## src/rtl/pipe_ctrl_pkg.sv

```systemverilog
// Shared definitions for the pipeline control unit: stall vector layout,
// per-source stall masks, FSM state encoding and the zero word.
package pipe_ctrl_pkg;

    localparam int STALL_W = 6;

    // Each source holds its own stage and every earlier one.
    localparam logic [STALL_W-1:0] STALL_MASK_ID  = 6'b000111;
    localparam logic [STALL_W-1:0] STALL_MASK_EX  = 6'b001111;
    localparam logic [STALL_W-1:0] STALL_MASK_MEM = 6'b011111;
    localparam logic [STALL_W-1:0] STALL_NONE     = 6'b000000;

    localparam logic [31:0] ZERO_WORD = 32'h0000_0000;

    typedef enum logic [1:0] {
        ST_IDLE    = 2'd0,
        ST_MC_WAIT = 2'd1,
        ST_FLUSH   = 2'd2
    } pipe_state_t;

endpackage

```

## src/rtl/pipe_ctrl.sv

```systemverilog
// Pipeline stall/flush controller with multi-cycle EX sequencing and watchdog.
// Optional perf counters are enabled with the PIPE_CTRL_PERF_EN macro.
module pipe_ctrl
    import pipe_ctrl_pkg::*;
#(
    parameter int MC_MAX_CYCLES = 32,
    parameter int CNT_W         = 6
) (
    input  logic               clk,
    input  logic               rst,
    input  logic               stallreq_id_i,
    input  logic               stallreq_mem_i,
    input  logic               mc_start_i,
    input  logic               mc_done_i,
    input  logic               redirect_i,
    input  logic [31:0]        redirect_pc_i,
    output logic [STALL_W-1:0] stall_o,
    output logic               flush_o,
    output logic [31:0]        new_pc_o,
    output logic               mc_busy_o,
    output logic               mc_abort_o
`ifdef PIPE_CTRL_PERF_EN
    ,
    output logic [31:0]        stall_cycles_o,
    output logic [31:0]        flush_count_o
`endif
);

    pipe_state_t      state;
    logic [CNT_W-1:0] mc_cnt;
    logic             mc_expire;
    logic             mc_stall;
    logic [STALL_W-1:0] stall_raw;

    assign mc_expire = (state == ST_MC_WAIT) && (mc_cnt == CNT_W'(MC_MAX_CYCLES - 1));

    always_ff @(posedge clk) begin
        if (rst) begin
            state     <= ST_IDLE;
            mc_cnt    <= '0;
            new_pc_o  <= ZERO_WORD;
            flush_o   <= 1'b0;
            mc_busy_o <= 1'b0;
        end else begin
            case (state)
                ST_IDLE: begin
                    if (redirect_i) begin
                        state    <= ST_FLUSH;
                        new_pc_o <= redirect_pc_i;
                        flush_o  <= 1'b1;
                    end else if (mc_start_i) begin
                        state     <= ST_MC_WAIT;
                        mc_cnt    <= '0;
                        mc_busy_o <= 1'b1;
                    end
                end
                ST_MC_WAIT: begin
                    mc_cnt <= mc_cnt + 1'b1;
                    if (mc_done_i || mc_expire) begin
                        state     <= ST_IDLE;
                        mc_busy_o <= 1'b0;
                    end
                end
                ST_FLUSH: begin
                    state   <= ST_IDLE;
                    flush_o <= 1'b0;
                end
                default: begin
                    state     <= ST_IDLE;
                    flush_o   <= 1'b0;
                    mc_busy_o <= 1'b0;
                end
            endcase
        end
    end

    // Releasing the EX hold on expiry lets the aborted op drain in the same cycle.
    assign mc_stall = ((state == ST_IDLE) && mc_start_i && !redirect_i) ||
                      ((state == ST_MC_WAIT) && !mc_done_i && !mc_expire);

    always_comb begin
        stall_raw = STALL_NONE;
        if (stallreq_id_i)  stall_raw = stall_raw | STALL_MASK_ID;
        if (mc_stall)       stall_raw = stall_raw | STALL_MASK_EX;
        if (stallreq_mem_i) stall_raw = stall_raw | STALL_MASK_MEM;
    end

    always_comb begin
        stall_o = STALL_NONE;
        if (!rst) begin
            if (state == ST_FLUSH)
                stall_o = stallreq_mem_i ? STALL_MASK_MEM : STALL_NONE;
            else
                stall_o = stall_raw;
        end
    end

    assign mc_abort_o = !rst && mc_expire && !mc_done_i;

`ifdef PIPE_CTRL_PERF_EN
    localparam int ID_BIT = 2;

    always_ff @(posedge clk) begin
        if (rst) begin
            stall_cycles_o <= ZERO_WORD;
            flush_count_o  <= ZERO_WORD;
        end else begin
            if (stall_o[ID_BIT] && (stall_cycles_o != 32'hFFFF_FFFF))
                stall_cycles_o <= stall_cycles_o + 32'd1;
            if (flush_o && (flush_count_o != 32'hFFFF_FFFF))
                flush_count_o <= flush_count_o + 32'd1;
        end
    end
`endif

endmodule

```

## config.mk

```make
export PLATFORM = sky130hd
export DESIGN_NAME = pipe_ctrl
export DESIGN_NICKNAME = d
export VERILOG_FILES = /design/src/rtl/pipe_ctrl_pkg.sv /design/src/rtl/pipe_ctrl.sv
export SDC_FILE = /design/constraint.sdc
export NUM_CORES = 1
export LEC_CHECK = 0
export ABC_AREA = 1
export CAP_MARGIN = 30
export CELL_PAD_IN_SITES_DETAIL_PLACEMENT = 1
export CELL_PAD_IN_SITES_GLOBAL_PLACEMENT = 2
export CORE_MARGIN = 3
export CORE_UTILIZATION = 23
export DETAILED_ROUTE_END_ITERATION = 10
export GPL_TIMING_DRIVEN = 0
export PLACE_DENSITY_LB_ADDON = 0.1
export SLEW_MARGIN = 20
export SYNTH_ARGS = -nofsm -noshare
export SYNTH_HDL_FRONTEND = slang
export SYNTH_SLANG_ARGS = --single-unit
export TNS_END_PERCENT = 5
```

## constraint.sdc

```tcl
create_clock -name clk -period 3.5 [get_ports clk]
set_input_delay 0.525 -clock clk [delete_from_list [all_inputs] [get_ports clk]]
set_output_delay 0.525 -clock clk [all_outputs]
set_load 0.005 [all_outputs]
```

==> key figures, run 1 <==
STA
  • Sum of negative setup slack: 0 ns
  • Final hold violation count: 0
  • Worst max-slew margin expressed relative to the limit: 66.53%
  • Setup repair after global routing missed its margin: no
  • Fmax: 371.4 MHz
  • Slack of the critical path: 0.8074 ns
  • Share of the clock period used by the worst path: 76.93%
  • Final setup fails: 0
  • Worst-margin pin slew: 0.5020 ns
  • Final Critical Period: 2.693 ns
  • Pins over their slew limit: 0
  • Clock skew: 0.009378 ns

Logic synthesis
  • Top-area cell type share of the netlist area: 49.34%
  • Total of flip-flops plus latches after synthesis: 42
  • Mapped cell area: 1704 sq um
  • Post-Syn Instances: 231
  • Net count of the mapped netlist: 271
  • Top cells by area in the synthesized netlist: dfxtp_1, nor2_1, o21ai_0, nand2_1, a21oi_1
  • Warnings from Yosys: 0
  • Number of distinct library cell variants in the gate-level netlist after synthesis: 25
  • Cell taking the most area after synthesis: dfxtp_1
  • Synth Area per Inst: 7.377 sq um
  • Portion of the post-synthesis area used by sequential elements: 49.34%

Layout
  • Antenna diode count: 0
  • Most common cell after layout, fill and taps aside: clkdlybuf4s50_1
  • Share of cells above drive strength 1: 9.177%
  • Layout overhead on the synthesized area: 57.56%
  • Post-layout net count: 356
  • Design Area, Final: 2685 sq um
  • Commonest cells after routing, fill and taps aside: clkdlybuf4s50_1, nor2_1, dfxtp_1

Clock tree
  • Post-cts resize count: 0
  • Clock tree from TritonCTS: done
  • Clk Latency, worst-skew pair: 0.29 ns
  • Post-CTS setup buffer count: 0
  • Worst-path clk slew: 0.08 ns
  • TritonCTS buffer count: 5
  • Hold-fix buffers at CTS: 0
  • # clock sinks: 42
  • Clk Tree Root Cell: clkbuf_8
  • Maximum count of clock buffers along a single path: 2
  • Depth of the CTS H-tree: 2

Floorplanning
  • Floorplan die height: 92.08 microns
  • Area of the die: 8478 sq um
  • DIE WIDTH: 92.08 microns
  • Std-Cell Core Area: 6982 sq um
  • Total number of placement rows: 30
  • Top-level I/O count: 80
  • Starting density of the core: 24.41%

Worst setup path
  • Startpoint types: flip-flop
  • Critical path's largest stage delay: 0.43 ns
  • Cell repeated most along the worst path: nand2_1
  • Worst Setup Path Type: flip-flop to primary output
  • Data arrival, critical path: 2.17 ns
  • Slowest stage cell on the critical path: clkdlybuf4s50_1
  • Data required, critical path: 2.97 ns
  • CP Buf/Inv Count: 2
  • Capturing element type of the critical path: primary output
  • Kind of cell adding the most delay to the critical path: simple AND/OR/NAND/NOR gates
  • Critical path fanouts, max: 5
  • Cells along the critical path: ha_1 -> nand2_1 -> nor2_1 -> nand3_1 -> nand2_2 -> nand3b_1 -> nand2_1 -> nand2_1 -> buf_4 -> clkdlybuf4s50_1

Job
  • Reported max-cap violation count: 0

Routing
  • Count of routing violations after the opening detailed-route iteration: 24
  • DRC errors left: 0
  • Total routed wirelength: 4.809 mm
  • Post-DRT Antenna Nets: 0
  • Detailed Routing Iterations Pass 1: 3
  • Vias: 1707
  • Routed length per placed instance: 11.67 microns
  • Via density per instance: 4.143

GRT
  • Pin count of the biggest net entering global routing: 13
  • Global-route total usage across every layer: 11.67%
  • Number of antenna violations at the first check in global routing: 0
  • First-pass GRT wire length: 7.962 mm
  • Total global routing overflow: 0
  • Via count of the first global-routing pass: 1691

Power and ir drop
  • Power after layout: 1.074 mW
  • Worst voltage drop across the vdd grid: 0.1182 mV
  • Static leakage: 1.070 nW
  • PwrDens: 399.9 nW/um^2

Placement
  • Placed instance area: 2605 sq um
  • Count of buffers inserted at the top-level ports: 78
  • Final RePlAce weighted congestion: 0.6965
  • Worst setup timing slack at the placement stage: 0.8006 ns
  • Half-perimeter wire length after detailed placement: 3.630 mm

Worst hold path
  • Worst hold path class: flip-flop to flip-flop

Status
  • Status: finished clean
==> metrics by stage <==
step	hold slack (ns)	std cells	utilization (%)
detailed placement	0.4680	405	37.31
global route	0.4968	412	38.46
floorplan	0.4604	231	-
CTS	0.4804	412	38.46
global placement	0.4606	405	37.31
finish	0.4778	412	38.46
==> worst paths after layout <==
path	startpoint	to	slack [ns]	depth (start not counted)
setup / recovery	mc_cnt[0]$_SDFFE_PP0P_	stall_o[1]	0.81	10
hold / removal	flush_o$_SDFFE_PP0P_	flush_o$_SDFFE_PP0P_	0.48	2
setup reg to reg	mc_cnt[0]$_SDFFE_PP0P_	mc_busy_o$_SDFFE_PP0P_	2.13	8
hold reg to reg	flush_o$_SDFFE_PP0P_	flush_o$_SDFFE_PP0P_	0.48	2
==> power breakdown <==
part	switching (mW)	internal [mW]	total [mW]
registers	0.0200	0.515	0.535
clock network	0.161	0.137	0.297
logic	0.0975	0.143	0.241
total	0.278	0.796	1.07
==> tightest hold or removal path, delay by kind of cell (launching register included) <==
kind            cells  cell delay (ns)
compound gates      1             0.05
flops               1             0.32
simple gates        1             0.06
==> cell families after synthesis <==
group / count (synthesis) / synth area share (%)
adders and majority gates: 1 / 0.7341
and+or+nand+nor: 111 / 27.31
AOI/OAI and AO/OA: 46 / 13.58
DFF: 42 / 49.34
other: 1 / 0.2201
buffers and inverters: 30 / 8.810
==> cell type report <==
| cell class | count | area [sq um] |
|---|---|---|
| Buffer | 13 | 86.33 |
| Clock buffer | 6 | 72.57 |
| Clock inverter | 1 | 7.507 |
| Fill cell | 882 | 4297 |
| Inverter | 17 | 63.81 |
| Multi-Input combinational cell | 159 | 713.2 |
| Sequential cell | 42 | 840.8 |
| Tap cell | 96 | 120.1 |
| Timing Repair Buffer | 78 | 780.7 |
==> metal layers <==
layer | vias up | track usage, % | routed length [microns]
li1 | 894 | - | -
met1 | 758 | 13.66 | 2096
met2 | 51 | 19.28 | 2219
met3 | 4 | 4.676 | 436
met4 | 0 | 4.084 | 57
met5 | - | 0 | 0
==> sequential cells by signal, summed over array words and instances (netlist names) <==
signal     cells
state          2
mc_cnt         6
mc_busy_o      1
flush_o        1
new_pc_o      32
==> Yosys cell counts (all sizes together) <==
library cell  instances
conb                  1
nand3b                1
a21oi                 9
ha                    1
a31oi                 1
nor2                 77
dfxtp                42
inv                  17
o21ai                36
nand3                 7
or2                   1
nand2                23
nor3                  1
clkbuf                3
buf                  10
nand4                 1
No activity file was read; power rests on OpenSTA's default activity.
==> run 2: changes to the inputs <==
- CORE_UTILIZATION: 23 -> 19
- clock period: 3.5 -> 2.28 ns (I/O delays scaled with it)
==> run 2 against run 1 <==
Combinational power is 56% higher. Design area is 3.9% higher. Global-route usage is 0.94 points lower. Via count is 2.1% higher. Routed wire length is 7.4% higher. Sequential share of layout area is 0.96 points lower. Critical endpoint is now stall_o[2]. Non-clock buffer count is 9 higher.
==> key figures, run 2 (synthesis results as in run 1) <==
Status
  • Status: finished clean

Layout
  • Core occupancy in the finished layout: 32.96%
  • Antenna diode count: 0
  • Non-Filler Instances: 430
  • Number of filler cells placed in the layout: 1026
  • Most flop-heavy register: new_pc_o
  • Top flop regs: new_pc_o x32, mc_cnt x6, state x2
  • Share of cells above drive strength 1: 14.46%
  • Post-layout net count: 365
  • Most common cell after layout, fill and taps aside: clkdlybuf4s50_1
  • Flip-flop count of the largest register after layout: 32
  • Commonest cells after routing, fill and taps aside: clkdlybuf4s50_1, nor2_1, dfxtp_1
  • Design Area, Final: 2790 sq um
  • Layout overhead on the synthesized area: 63.73%

Routing
  • Vias: 1742
  • Post-DRT Antenna Nets: 0
  • DRC errors left: 0
  • Detailed Routing Iterations Pass 1: 3
  • Count of routing violations after the opening detailed-route iteration: 25
  • Via density per instance: 4.051
  • Total routed wirelength: 5.166 mm
  • Routed length per placed instance: 12.01 microns

Worst hold path
  • Hold path startpoint: flush_o$_SDFFE_PP0P_
  • Worst hold path class: flip-flop to flip-flop

Clock tree
  • Depth of the CTS H-tree: 2
  • Worst-path clk slew: 0.08 ns
  • Maximum count of clock buffers along a single path: 2
  • Clk Tree Root Cell: clkbuf_8
  • Clk Latency, worst-skew pair: 0.29 ns
  • # clock sinks: 42
  • Hold-fix buffers at CTS: 0
  • Clock tree from TritonCTS: done
  • TritonCTS buffer count: 5

Floorplanning
  • Total number of placement rows: 33
  • Area of the die: 10140 sq um
  • Starting density of the core: 20.13%
  • Top-level I/O count: 80
  • DIE WIDTH: 100.7 microns
  • Floorplan die height: 100.7 microns
  • Std-Cell Core Area: 8464 sq um

GRT
  • Pin count of the biggest net entering global routing: 13
  • Via count of the first global-routing pass: 1815
  • Number of antenna violations at the first check in global routing: 0
  • Global-route total usage across every layer: 10.74%
  • Total global routing overflow: 0
  • First-pass GRT wire length: 8.645 mm

Worst setup path
  • Worst Setup Path Type: flip-flop to primary output
  • Worst r2r src: mc_cnt[0]$_SDFFE_PP0P_
  • Worst setup path start: mc_cnt[0]$_SDFFE_PP0P_
  • Startpoint types: flip-flop
  • Data required, critical path: 1.94 ns
  • Critical path fanouts, max: 3
  • Capturing element type of the critical path: primary output
  • Data arrival, critical path: 1.80 ns

Power and ir drop
  • Reg power frac: 49.4%
  • PwrDens: 595.3 nW/um^2
  • Switching power as a share of total power: 26.36%
  • Design internal power: 1.223 mW
  • Clk pwr share: 28.0%
  • Worst voltage drop across the vdd grid: 0.2150 mV
  • Static leakage: 1.146 nW
  • Switching power: 0.4379 mW
  • Part of the total power dissipated in combinational logic: 22.6%
  • Power after layout: 1.661 mW

STA
  • Worst-margin pin slew: 0.5286 ns
  • Final Critical Period: 2.140 ns
  • Share of the clock period used by the worst path: 93.84%
  • Final hold violation count: 0
  • Worst hold slack: 0.4810 ns
  • Final setup fails: 0
  • Worst max-slew margin expressed relative to the limit: 64.76%
  • Pins over their slew limit: 0
  • Clock skew: 0.009810 ns
  • Fmax: 467.4 MHz

Placement
  • Placed insts: 414
  • Count of buffers inserted at the top-level ports: 78
  • Final RePlAce weighted congestion: 0.7194
  • Placed instance area: 2616 sq um
  • Half-perimeter wire length after detailed placement: 3.889 mm

Job
  • Reported max-cap violation count: 0
run 2: power groups by stage:
stage / logic, mW / registers (mW) / clock network [mW]
6_report: 0.375 / 0.821 / 0.465
5_1_grt: 0.422 / 0.831 / 0.534
4_1_cts: 0.385 / 0.823 / 0.500
3_5_place_dp: 0.380 / 0.841 / 0
3_3_place_gp: 0.381 / 0.840 / 0
2_1_floorplan: 0.145 / 0.843 / 0
run 2: final timing paths:
check,to,slack [ns],cells past startpoint
setup / recovery,stall_o[2],0.14,10
setup reg to reg,mc_cnt[4]$_SDFFE_PP0P_,0.93,10
hold reg to reg,flush_o$_SDFFE_PP0P_,0.48,2
hold / removal,flush_o$_SDFFE_PP0P_,0.48,2
run 2: per-stage QoR:
stage,setup TNS (ns),setup slack (ns)
4_1_cts,-0.04160,-0.04160
2_1_floorplan,0,0.6991
3_5_place_dp,-0.1677,-0.08387
5_1_grt,-0.009550,-0.009550
6_report,0,0.1404
3_3_place_gp,-0.2623,-0.1058
run 2: what timing repair did:
action | CTS | global route
buffers inserted | 7 | 2
pin swaps | 3 | 3
cloned | 0 | 0
setup endpoints to repair | 5 | 3
gates resized for setup | 13 | 2
run 2: metal layers:
layer	vias to the layer above	GRT usage, %	routed length (microns)
met5	-	0	0
li1	912	-	-
met4	0	2.798	52
met3	4	4.983	502
met2	50	16.76	2319
met1	776	13.33	2291
run 2: layout make-up:
class | count | area [sq um] | area share, %
Multi-Input combinational cell | 159 | 733.2 | 26.28
Clock buffer | 6 | 72.57 | 2.601
Clock inverter | 1 | 7.507 | 0.2691
Sequential cell | 42 | 847.1 | 30.36
Timing Repair Buffer | 87 | 848.3 | 30.40
Inverter | 17 | 63.81 | 2.287
Buffer | 13 | 86.33 | 3.094
Tap cell | 105 | 131.4 | 4.709
run 2: critical path, stage by stage (launching register included):
cell and delay [ns]:
dfxtp_4 0.36, ha_2 0.18, nand2_2 0.08, nor2_4 0.11, nand3_2 0.10, nand2_2 0.09, nand3b_1 0.08, nand2_1 0.08
nand2_2 0.07, buf_4 0.13, dlygate4sd2_1 0.25
